===== config.mk =====
export PLATFORM = sky130hd
export DESIGN_NAME = mem_access
export DESIGN_NICKNAME = d
export VERILOG_FILES = /design/src/rtl/mem_access_pkg.sv /design/src/rtl/mem_access_store_align.sv /design/src/rtl/mem_access.sv
export SDC_FILE = /design/constraint.sdc
export NUM_CORES = 1
export LEC_CHECK = 0
export BUFFER_PORTS_ARGS = -buffer_cell sky130_fd_sc_hd__clkbuf_2
export CAP_MARGIN = 10
export CORE_AREA = 2 2 143 145
export CTS_BUF_LIST = sky130_fd_sc_hd__clkbuf_4
export CTS_CLUSTER_DIAMETER = 120
export DETAILED_ROUTE_END_ITERATION = 10
export DIE_AREA = 0 0 145 147
export HOLD_SLACK_MARGIN = 0.06
export PLACE_DENSITY_LB_ADDON = 0.15
export SYNTH_ARGS = -nofsm -noshare
export SYNTH_HDL_FRONTEND = slang
export SYNTH_SLANG_ARGS = --single-unit
export TNS_END_PERCENT = 20

===== constraint.sdc =====
create_clock -name clk -period 2 [get_ports clk]
set_clock_uncertainty 0.2 [all_clocks]
set_input_delay 0.1 -clock clk [delete_from_list [all_inputs] [get_ports clk]]
set_output_delay 0.1 -clock clk [all_outputs]
set_load 0.01 [all_outputs]

===== src/rtl/mem_access_pkg.sv =====
// -----------------------------------------------------------------------------
// rv32i_types: shared RV32I pipeline types used by the memory-access stage.
//
// Contents:
//   mem_ctrlwd_t   - memory control word (read/write strobes + funct3 width)
//   ctrl_wd_t      - per-instruction control word carried down the pipeline
//   EX_MEM_stage_t - EX/MEM pipeline register contents
//   MEM_WB_stage_t - MEM/WB pipeline register contents (raw load word + mar)
//   F3_*           - funct3 load/store width encodings
// -----------------------------------------------------------------------------
package rv32i_types;

    // funct3 width encodings shared by loads and stores
    localparam logic [2:0] F3_B  = 3'b000;
    localparam logic [2:0] F3_H  = 3'b001;
    localparam logic [2:0] F3_W  = 3'b010;
    localparam logic [2:0] F3_BU = 3'b100;
    localparam logic [2:0] F3_HU = 3'b101;

    typedef struct packed {
        logic       mem_read;
        logic       mem_write;
        logic [2:0] funct3;
    } mem_ctrlwd_t;

    typedef struct packed {
        logic        load_regfile;
        logic [4:0]  rd;
        logic [1:0]  wb_sel;
        mem_ctrlwd_t mem_ctrlwd;
    } ctrl_wd_t;

    typedef struct packed {
        ctrl_wd_t    ctrl_wd;
        logic [31:0] alu_out;
        logic        cmp_out;
        logic [31:0] u_imm;
        logic [31:0] rs2_out;
        logic        valid;
    } EX_MEM_stage_t;

    typedef struct packed {
        ctrl_wd_t    ctrl_wd;
        logic [31:0] alu_out;
        logic        cmp_out;
        logic [31:0] u_imm;
        logic [31:0] mar;
        logic [31:0] mdr;
        logic        valid;
    } MEM_WB_stage_t;

endpackage


===== src/rtl/mem_access_store_align.sv =====
// -----------------------------------------------------------------------------
// store_align: places store data on the correct byte lanes of the data-cache
// write bus and generates the matching byte enables.
//
// Ports:
//   funct3 in  3  - store width (sb / sh / sw)
//   off    in  2  - byte offset within the word (alu_out[1:0])
//   rs2    in  32 - store source register value
//   wmask  out 4  - byte enables
//   wdata  out 32 - rs2 shifted to its byte lane
//
// Misaligned halfwords are not trapped; the mask simply shifts off the top.
// -----------------------------------------------------------------------------
module store_align
    import rv32i_types::*;
(
    input  logic [2:0]  funct3,
    input  logic [1:0]  off,
    input  logic [31:0] rs2,
    output logic [3:0]  wmask,
    output logic [31:0] wdata
);

    always_comb begin
        wmask = 4'b1111;
        wdata = rs2;
        case (funct3)
            F3_B: begin
                wmask = 4'b0001 << off;
                wdata = rs2 << {off, 3'b000};
            end
            F3_H: begin
                wmask = 4'b0011 << off;
                wdata = rs2 << {off, 3'b000};
            end
            default: ;
        endcase
    end

endmodule


===== src/rtl/mem_access.sv =====
// -----------------------------------------------------------------------------
// mem_access: RV32I memory-access stage. Issues loads/stores to the data cache,
// stalls until the cache responds, and owns the MEM/WB pipeline register.
//
// Ports:
//   clk, rst            - clock, synchronous active-high reset
//   ex_mem_in           - current MEM instruction (EX_MEM_stage_t)
//   stall_in            - pipeline-wide freeze from other stages
//   dmem_resp/rdata     - cache completion pulse and read word
//   dmem_address        - word-aligned request address
//   dmem_read/write     - request strobes
//   dmem_wmask/wdata    - store byte enables and lane-shifted data
//   mem_stall           - MEM stage not done; upstream registers hold
//   mem_wb_out          - registered MEM/WB contents
//   fsm_state           - current FSM state (debug visibility)
//   perf_loads/stores/stall_cycles - only with MEM_PERF_CNT_EN defined
//
// Handshake: a request is live while dmem_read or dmem_write is high; it
// completes in the first cycle dmem_resp=1 is seen with the request live
// (possibly the issue cycle). dmem_resp with no live request is ignored.
// -----------------------------------------------------------------------------
module mem_access
    import rv32i_types::*;
(
    input  logic          clk,
    input  logic          rst,
    input  EX_MEM_stage_t ex_mem_in,
    input  logic          stall_in,
    input  logic          dmem_resp,
    input  logic [31:0]   dmem_rdata,
    output logic [31:0]   dmem_address,
    output logic          dmem_read,
    output logic          dmem_write,
    output logic [3:0]    dmem_wmask,
    output logic [31:0]   dmem_wdata,
    output logic          mem_stall,
    output MEM_WB_stage_t mem_wb_out,
    output logic [1:0]    fsm_state
`ifdef MEM_PERF_CNT_EN
    ,
    output logic [31:0]   perf_loads,
    output logic [31:0]   perf_stores,
    output logic [31:0]   perf_stall_cycles
`endif
);

    localparam logic [1:0] ST_IDLE = 2'd0;
    localparam logic [1:0] ST_WAIT = 2'd1;
    localparam logic [1:0] ST_DONE = 2'd2;

    logic [1:0]    state_q, state_d;
    logic [31:0]   held_q;
    mem_ctrlwd_t   mc;
    logic          mem_op;
    logic          req_active;
    logic          resp_taken;
    logic [3:0]    align_wmask;
    logic [31:0]   mdr_sel;
    MEM_WB_stage_t wb_d;

    assign mc     = ex_mem_in.ctrl_wd.mem_ctrlwd;
    assign mem_op = ex_mem_in.valid & (mc.mem_read | mc.mem_write);

    // DONE means the response is already captured, so no request is reissued.
    assign req_active = ~rst & mem_op & (state_q != ST_DONE);
    assign resp_taken = req_active & dmem_resp;

    store_align u_store_align (
        .funct3 (mc.funct3),
        .off    (ex_mem_in.alu_out[1:0]),
        .rs2    (ex_mem_in.rs2_out),
        .wmask  (align_wmask),
        .wdata  (dmem_wdata)
    );

    assign dmem_address = {ex_mem_in.alu_out[31:2], 2'b00};
    assign dmem_read    = req_active & mc.mem_read;
    assign dmem_write   = req_active & mc.mem_write;
    assign dmem_wmask   = dmem_write ? align_wmask : 4'b0000;
    assign mem_stall    = req_active & ~dmem_resp;
    assign fsm_state    = state_q;

    always_comb begin
        state_d = state_q;
        case (state_q)
            ST_IDLE: begin
                if (mem_op) begin
                    if (dmem_resp) state_d = stall_in ? ST_DONE : ST_IDLE;
                    else           state_d = ST_WAIT;
                end
            end
            ST_WAIT: begin
                if (dmem_resp) state_d = stall_in ? ST_DONE : ST_IDLE;
            end
            ST_DONE: begin
                if (!stall_in) state_d = ST_IDLE;
            end
            default: state_d = ST_IDLE;
        endcase
    end

    // A same-cycle response wins; otherwise a response parked in DONE is used.
    always_comb begin
        mdr_sel = 32'h0;
        if (resp_taken)             mdr_sel = dmem_rdata;
        else if (state_q == ST_DONE) mdr_sel = held_q;
    end

    always_comb begin
        wb_d         = '0;
        wb_d.ctrl_wd = ex_mem_in.ctrl_wd;
        wb_d.alu_out = ex_mem_in.alu_out;
        wb_d.cmp_out = ex_mem_in.cmp_out;
        wb_d.u_imm   = ex_mem_in.u_imm;
        wb_d.mar     = ex_mem_in.alu_out;
        wb_d.mdr     = mdr_sel;
        wb_d.valid   = ex_mem_in.valid;
    end

    always_ff @(posedge clk) begin
        if (rst) begin
            state_q    <= ST_IDLE;
            held_q     <= 32'h0;
            mem_wb_out <= '0;
        end else begin
            state_q <= state_d;
            if (resp_taken) held_q <= dmem_rdata;
            // stall_in freezes everything; an unfinished access inserts a bubble.
            if (!stall_in) mem_wb_out <= mem_stall ? '0 : wb_d;
        end
    end

`ifdef MEM_PERF_CNT_EN
    always_ff @(posedge clk) begin
        if (rst) begin
            perf_loads        <= 32'h0;
            perf_stores       <= 32'h0;
            perf_stall_cycles <= 32'h0;
        end else begin
            if (resp_taken & mc.mem_read)  perf_loads  <= perf_loads + 32'd1;
            if (resp_taken & mc.mem_write) perf_stores <= perf_stores + 32'd1;
            if (mem_stall) perf_stall_cycles <= perf_stall_cycles + 32'd1;
        end
    end
`endif

endmodule


==> impl_summary.md, run 1 <==
Pwr
Net switching is 29.11% of the power. The worst-case IR drop observed on VDD is 364.6 uV. In this run the power spent charging and discharging nets is 2.000 mW. The register share of total power is 45.8%. The internal portion of total power is 4.872 mW. The relative contribution of the clock network to total power is 32.2%.

The leakage power of the design is 4.550 nW. The power density over cell area is 655.6 mW/mm^2. The share of total power in combinational logic is 22.0%.

Worst setup path
The worst reg-to-reg setup slack is 90 ps. In this run the critical register-to-register path is launched from fsm_state[0]. STA classifies the critical path endpoint as a flip-flop.

The biggest fanout along the worst timing path is 32. The type of the setup path with the least slack is in -> reg. STA classifies the critical path startpoint as a primary input. The endpoint required time on the critical path is 2260 ps. In this run the critical register-to-register path is captured at mem_wb_out[15]. The arrival time reported for the critical path endpoint is 2250 ps. Tracing the worst setup path back leads to its startpoint at ex_mem_in[102]. Measured in cells, the most critical reg-to-reg path has a length of 5. The most critical setup path has its endpoint at mem_wb_out[15].

Final layout
Compared with the post-synthesis result, the final layout area differs by 52.72%. The final design instance area without fill is 0.01048 sq mm. Fill cells in the final layout number 1895.

After the flow finishes, the layout carries non-filler instances totaling 1550. The number of nets in the layout is 1414. The share of layout cells above drive strength 1 is 35.73%. Summing all flip-flop and latch instances after layout gives 0.002905 sq mm. The combined area of the multi-input logic cells is 0.003095 sq mm.

Floorplan
Measured along the y axis, the die boundary spans 147 microns. Once the floorplan was initialized, standard cells occupied 34.59% of the core. In this run the standard cell core region covers 0.01984 sq mm.

The area of the die is 0.02132 sq mm. The top-level port count is 363. The width of the chip is 145 microns. The floorplan has 52 rows.

Routing
For this run, design rule violations remaining after detail routing come to 0. The routed layout has 7739 vias. The routed design has 24810 microns of wire. For this run, the detailed router's first-pass iteration total came to 5. The detail route stage leaves a number of antenna-violating nets equal to 0. The iteration-0 DRC count of the detailed router is 394.

Dividing the detail-routed wire length by the instance count gives 16.01 microns. Using the TritonRoute via totals, the vias-per-cell ratio works out to 4.993.

Placement
The total placed instance area is 0.008459 sq mm. The congestion estimate from routability-driven global placement came to 0.8247. In this run, placement finished with an instance count of 1362. The estimated wirelength of the detail-placed design is 16430 microns. OpenSTA, run right after detailed placement, puts the worst setup slack at 240.8 ps. Input and output buffers added on the ports amount to 360.

Synthesis
The count of different cell masters after synthesis is 41. The netlist area before placement is 0.006864 sq mm. The synthesized design spends more area on one cell type than any other, namely dfxtp_1. The synthesized instance count is 853.

By area the synthesized netlist is led by dfxtp_1 (42%), nand2_1 (8.6%), buf_4 (7.2%). Summing the sequential cell areas from Yosys gives 42.29% of the chip area. The number of flops mapped to enable cells by yosys is 0.

Among all cell types in the netlist, the one instantiated most often is nand2_1. The mean post-synth cell area is 8.047 sq um. Yosys printed 0 warnings. The most used flip-flop cell after synthesis is dfxtp_1. The synthesized design contains 145 register bits.

Summed over its instances, the top area cell type makes up 42.29% of the synthesized netlist area. Counting flops with an async set or reset pin after synthesis yields a share of 0%. After synthesis, the most frequently instantiated cells are nand2_1 (157), dfxtp_1 (145), o22ai_1 (78).

STA
Timing would allow up to 502.5 MHz. The total negative slack is 0 ps. The actual slew at the worst max-slew pin is 803.9 ps. Headroom to the max-slew limit came out at 46.40%. The clock period minus final worst setup slack is 1990 ps. The final critical-path setup slack is 9.874 ps. The final-report setup violation count is 0.

The final number of max-transition violations is 0. Setup repair after global routing left no endpoint under its margin. The count of endpoints failing hold in the final timing report is 0. The post-route clock period utilization is 99.51%.

Global routing
Entering global routing, the biggest net connects 80 pins. The number of antenna violations at the first check in global routing is 1. For this run the aggregate overflow at the end of global routing stands at 0. The total global routing track utilization is 22.20%. The global-route wire length before repair is 38500 microns. The via count of the first global-routing pass was 7329.

Min path
The worst hold path depth is 4. The worst hold path belongs to the class in -> reg.

Clock network
After clock tree synthesis, the clock-pin slew on the worst setup and hold paths is 140 ps. The TritonCTS clock tree is yes. The number of buffers between clock root and the deepest sink is 2. The number of buffers added by the clock tree synthesis step is 17. For the worst-skew pair, the clock arrives at the later sink with an insertion delay of 530 ps. The number of clock sinks is 145.

The clock root buffer master is clkbuf_4. The CTS H-tree depth is 4.

Outcome
The flow ran to the end, and the final reports show no timing, DRC or antenna violations.

Job
The reported max-cap violation count is 0.
[critical path: stages]
cell and delay [ps]:
dlygate4sd3_1 540, clkbuf_2 130, buf_4 130, o21a_1 160
buf_12 190, nand4_1 110, dlygate4sd3_1 600, a221oi_1 260
[per-stage QoR]
stage / utilization (%) / hold WS (ps) / total power, mW
floorplan: - / -21.34 / 3.950
finish: 52.82 / 137.4 / 6.872
global placement: 42.63 / 135.0 / 4.475
global route: 52.82 / 95.32 / 7.222
CTS: 52.35 / 77.18 / 6.936
detailed placement: 42.63 / 142.6 / 4.477
[kinds of logic (layout without fill, tap and decap cells)]
group                  count (synthesis)  in the layout  share of synthesized area, %
buffers and inverters                185            610                         14.18
other                                  1              3                       0.05463
AND/OR/NAND/NOR                      243            243                         16.79
AO/OA/AOI/OAI                        272            272                         25.56
flip-flops                           145            145                         42.29
multiplexers                           7              7                         1.130
[cell type report]
class / instances / area share (%)
Clock buffer: 17 / 1.217
Antenna cell: 1 / 0.02387
Timing Repair Buffer: 545 / 35.04
Multi-Input combinational cell: 524 / 29.53
Clock inverter: 14 / 2.029
Tap cell: 270 / 3.223
Inverter: 34 / 1.217
Sequential cell: 145 / 27.72
[power by group through the flow]
stage	sequential [mW]	clock [mW]	combinational (mW)
6_report	3.15	2.21	1.51
5_1_grt	3.17	2.41	1.64
4_1_cts	3.15	2.29	1.49
3_3_place_gp	3.21	0	1.26
2_1_floorplan	3.25	0	0.696
3_5_place_dp	3.21	0	1.26
[per-layer routing]
metal	GRT usage (%)	wire, microns	up-vias
li1	-	-	3816
met4	6.535	527	0
met1	27.55	10300	3605
met5	0	0	-
met3	5.497	1522	33
met2	38.29	12460	285
[sequential cells by signal, summed over array words and instances, names as in the netlist]
name,count
mem_wb_out,111
held_q,32
fsm_state,2
[layout by cell type, fill, tap and decap left out, types with 2 or more instances in the layout]
cell	count
a21oi_1	69
clkinv_1	2
clkinv_4	2
nand3b_1	2
clkinv_2	2
a31oi_1	14
o21ai_0	19
dlygate4sd3_1	146
buf_2	2
buf_12	5
o22ai_1	78
inv_1	33
dfxtp_1	143
nand2b_1	2
dfxtp_2	2
or3b_2	4
o21a_1	2
a22oi_1	14
buf_6	2
nor2_1	7
o31ai_1	33
nand2_1	157
nand4_1	32
clkbuf_2	356
a221oi_2	11
a22o_1	6
conb_1	2
clkbuf_4	17
dlymetal6s4s_1	7
buf_4	26
nor2b_1	25
mux2_2	6
bufinv_16	5
a221oi_1	21
nor3b_2	2
[timing repair]
item | CTS | global route
pin swaps | 0 | 1
hold buffers | 154 | 0
gates resized for setup | 6 | 24
hold endpoints to repair | 144 | 0
setup endpoints to repair | 7 | 19
buffers inserted | 3 | 0
[worst min-delay path by stage]
stage,from,end,slack [ps]
floorplan,dmem_resp,fsm_state[0],-20
global placement,ex_mem_in[63],mem_wb_out[95],130
detailed placement,ex_mem_in[63],mem_wb_out[95],140
CTS,ex_mem_in[108],mem_wb_out[140],80
global route,ex_mem_in[52],mem_wb_out[84],100
finish,ex_mem_in[52],mem_wb_out[84],140
Power figures use the tool's default switching activity.
==> run 2, diff against run 1 <==
CORE_AREA = 2 2 139 141   (was 2 2 143 145)
DIE_AREA = 0 0 141 143   (was 0 0 145 147)
SYNTH_HIERARCHICAL = 1   (was not set)
==> run 2 against run 1 <==
Net effect: highest routed layer unchanged; cell count is 1.7% lower; sequential cell count stayed put; critical path type is now reg -> out; critical endpoint is now dmem_wmask[2]; via count is 1.2% higher; worst setup slack worse by 83 ps; hold slack worse by 17 ps; fmax is 4.0% lower; the run now ends with negative setup slack left; combinational power hardly changed; sequential power hardly changed; synthesized cell count is 0.70% higher; total power is 4.9% lower.
==> impl_summary.md, run 2 <==
Outcome
The run finished, with violations left. The checks that failed: negative setup slack.

Min path
The origin of the worst min-delay path is ex_mem_in[102]. The worst hold path depth came to 5 (+1). The end of the worst hold path is mem_wb_out[15]. The classification of the worst-slack hold path is in -> reg.

Pwr
The sum of internal, switching and leakage power was 6.537 mW (-4.9%). The leakage power of the design was 4.595 nW (+0.99%). The highest ir drop seen on vdd is 307.5 uV (-16%). The power density over cell area is 630.3 mW/mm^2 (-3.9%).

Synthesis
The flop and latch count out of synthesis is 145 (unchanged). The netlist area before placement was 0.006935 sq mm (+1.0%). Counting instances in the post-synthesis netlist gives the leading cell types as nand2_1 (166), dfxtp_1 (145), o22ai_1 (79).

The fraction of the mapped netlist area in compound gates is 25.08% (-0.48 points). The total number of yosys warnings is 6 (+6). The share of async-settable or async-resettable flops after synthesis is 0% (unchanged). The count of different cell masters after synthesis is 42 (+2.4%).

The synthesized instance count is 859 (+0.70%). The area share of the largest cell type after synthesis is 41.85% (-0.43 points). The share of the yosys chip area belonging to registers is 41.85% (-0.43 points).

Yosys attributes the largest share of cell area to dfxtp_1 (42%), nand2_1 (9.0%), buf_4 (7.4%). The cell taking the most area after synthesis is dfxtp_1. The multiplexer share of the synthesized area is 1.155% (+0.024 points).

The number of flops mapped to enable cells by yosys is 0 (unchanged). The xor/xnor cell area share of the yosys netlist is 0% (unchanged). By instance count, the leading cell after synthesis is nand2_1. The simple-gate area share of the yosys netlist is 17.07% (+0.28 points). The share of synthesized cell area in full adder, half adder and majority cells came to 0% (unchanged). By area, the combinational part of the netlist is dominated by compound AO/OA/AOI/OAI gates. The most used flip-flop cell after synthesis is dfxtp_1. The mean post-synth cell area is 8.074 sq um (+0.33%).

Clock network
The TritonCTS clock tree is yes. The number of buffers between clock root and the deepest sink is 2 (unchanged). The clock root buffer master is clkbuf_4.

The number of clock sinks was 145 (unchanged). The clock latency reported for the late side of the worst-skew pair is 540 ps (about the same). The clock-pin slew of the registers on the worst-case setup and hold paths was 150 ps (about the same). The number of buffers added by the clock tree synthesis step is 17 (unchanged).

The CTS H-tree depth came to 4 (unchanged).

Worst setup path
The end of the worst register-to-register path is mem_wb_out[11]. The arrival time reported for the critical path endpoint is 1770 ps (-480 ps). The worst setup path is of the reg -> out kind.

The number of cell instances on the worst register-to-register path is 5 (unchanged). The worst setup path is captured at an output port. The worst reg-to-reg setup slack is -70 ps (-160 ps).

The endpoint required time on the critical path is 1700 ps (-560 ps). The launch point of the worst reg-to-reg path is fsm_state[0]. The biggest fanout along the worst timing path was 5 (-84%). The launching element type of the critical path is a flip-flop.

Floorplan
The core area is 0.01858 sq mm (-6.4%). The number of cell rows was 50 (-3.8%). The initial core utilization is 37.33% (+2.7 points). The area of the die is 0.02016 sq mm (-5.4%). The overall die height was 143 microns (-2.7%). The width of the chip is 141 microns (-2.8%).

The top-level port count is 363 (unchanged).

Final layout
The final core utilization is 55.82% (+3.0 points). The most frequent standard cell in the layout excluding fill and tap cells is clkbuf_2. The flip-flop count of the largest register, all copies and words added is 111 (unchanged).

The area added between synthesis and finish is 49.54%. The number of nets in the layout is 1423 (+0.64%). The library cells used most frequently in the layout, excluding fill and tap cells, are clkbuf_2 (353), nand2_1 (166), dlygate4sd3_1 (155).

The register with the most flip-flops in the final layout is mem_wb_out. The share of layout cells above drive strength 1 is 34.06% (-1.7 points).

Global routing
The via count of the first global-routing pass was 7333 (+0.055%). The total global routing track utilization came to 23.93% (+1.7 points). The aggregate global routing overflow is 0 (unchanged).

The maximum number of pins on one net before global-route repair is 82 (+2.5%). The number of antenna violations at the first check in global routing is 1 (unchanged). The global-route wire length before repair is 38690 microns (+0.48%).

STA
The remaining max-slew budget at the tightest pin was 61.40% (+15 points). The final hold slack came to 120.2 ps (-17.21 ps). The total negative slack was -840.9 ps (-840.9 ps). The final-report setup violation count is 22 (+22). The clock period minus final worst setup slack is 2073 ps (+83.25 ps). The peak clock frequency supported by timing came to 482.3 MHz (-4.0%). The post-route clock period utilization was 103.7% (+4.2 points). Setup repair after global routing could not meet its margin everywhere. The actual slew at the worst max-slew pin came to 576.5 ps (-227.4 ps). The final number of max-transition violations was 0 (unchanged). The final critical-path setup slack is -73.37 ps (-83.25 ps). The count of endpoints failing hold in the final timing report is 0 (unchanged).

Routing
The total detailed-routing wirelength is 25590 microns (+3.1%). The average routed wire per standard cell is 16.79 microns (+4.9%). The iteration-0 DRC count of the detailed router is 406 (+3.0%). The number of vias per cell after detailed routing is 5.137 (+2.9%). The number of nets with antenna violations after detailed routing is 0 (unchanged). The number of design rule violations left after detail routing is 0 (unchanged). The via count is 7829 (+1.2%). The number of detailed-routing iterations run before antenna repair came to 5 (unchanged).

Placement
The worst-case setup slack after placement is 230.3 ps (-10.48 ps). The estimated wirelength of the detail-placed design came to 16240 microns (-1.1%). The number of port buffers came to 360 (unchanged). The routability-driven placement congestion ratio is 0.8229 (-0.22%).

Job
The reported max-cap violation count is 0 (unchanged).
-- run 2: metal layers --
layer	up-vias	share of wire, %	GRT usage [%]	routed length (microns)
li1	3840	-	-	-
met5	-	0	0	0
met1	3644	41	30.05	10590
met4	0	1.8	7.211	469
met3	26	6.4	5.399	1649
met2	319	50	41.16	12880
-- run 2: layout make-up --
class / count / area, sq um
Antenna cell: 1 / 2.502
Clock buffer: 17 / 127.6
Clock inverter: 15 / 146.4
Fill cell: 1726 / 8209
Inverter: 35 / 131.4
Multi-Input combinational cell: 530 / 3045
Sequential cell: 145 / 2904
Tap cell: 234 / 292.8
Timing Repair Buffer: 547 / 3721
-- run 2: worst max-delay path: stages (launching register included) --
cell and delay [ps]:
dfxtp_2 370, and2b_2 230, nor4b_2 220, buf_4 180, and2_1 120, buf_2 120
-- run 2: where the power goes --
group / switching [mW] / total (mW) / internal, mW
clock: 1.20 / 1.86 / 0.654
sequential: 0.0992 / 3.15 / 3.05
combinational: 0.815 / 1.53 / 0.718
total: 2.12 / 6.54 / 4.42
-- run 2: repair_timing --
action                                 CTS  global route
pin swaps                                1             0
endpoints found under the hold margin  145             0
resized for setup                        2            16
buffers inserted                         2             1
setup endpoints to repair                7            48
hold buffers                           157             0
-- run 2: worst max path at each step --
stage | startpoint | endpoint | slack (ps) | cells past startpoint
global placement | fsm_state[0] | mem_wb_out[104] | 250 | 4
floorplan | fsm_state[0] | dmem_wmask[0] | 170 | 3
CTS | fsm_state[0] | dmem_wmask[2] | -130 | 5
finish | fsm_state[0] | dmem_wmask[2] | -70 | 5
detailed placement | fsm_state[0] | mem_wb_out[104] | 230 | 4
global route | fsm_state[0] | dmem_wmask[2] | -200 | 5
-- run 2: through the flow --
stage | instance area (sq um) | instances
floorplan | 6939 | 860
global placement | 8447 | 1331
detailed placement | 8447 | 1331
CTS | 10310 | 1522
global route | 10370 | 1524
finish | 10370 | 1524
-- run 2: kinds of logic (layout without fill, tap and decap cells) --
logic type | Yosys count | in the layout
flops | 145 | 145
buf+inv | 185 | 614
mux | 8 | 8
compound gates | 272 | 272
simple gates | 248 | 248
other cells | 1 | 3
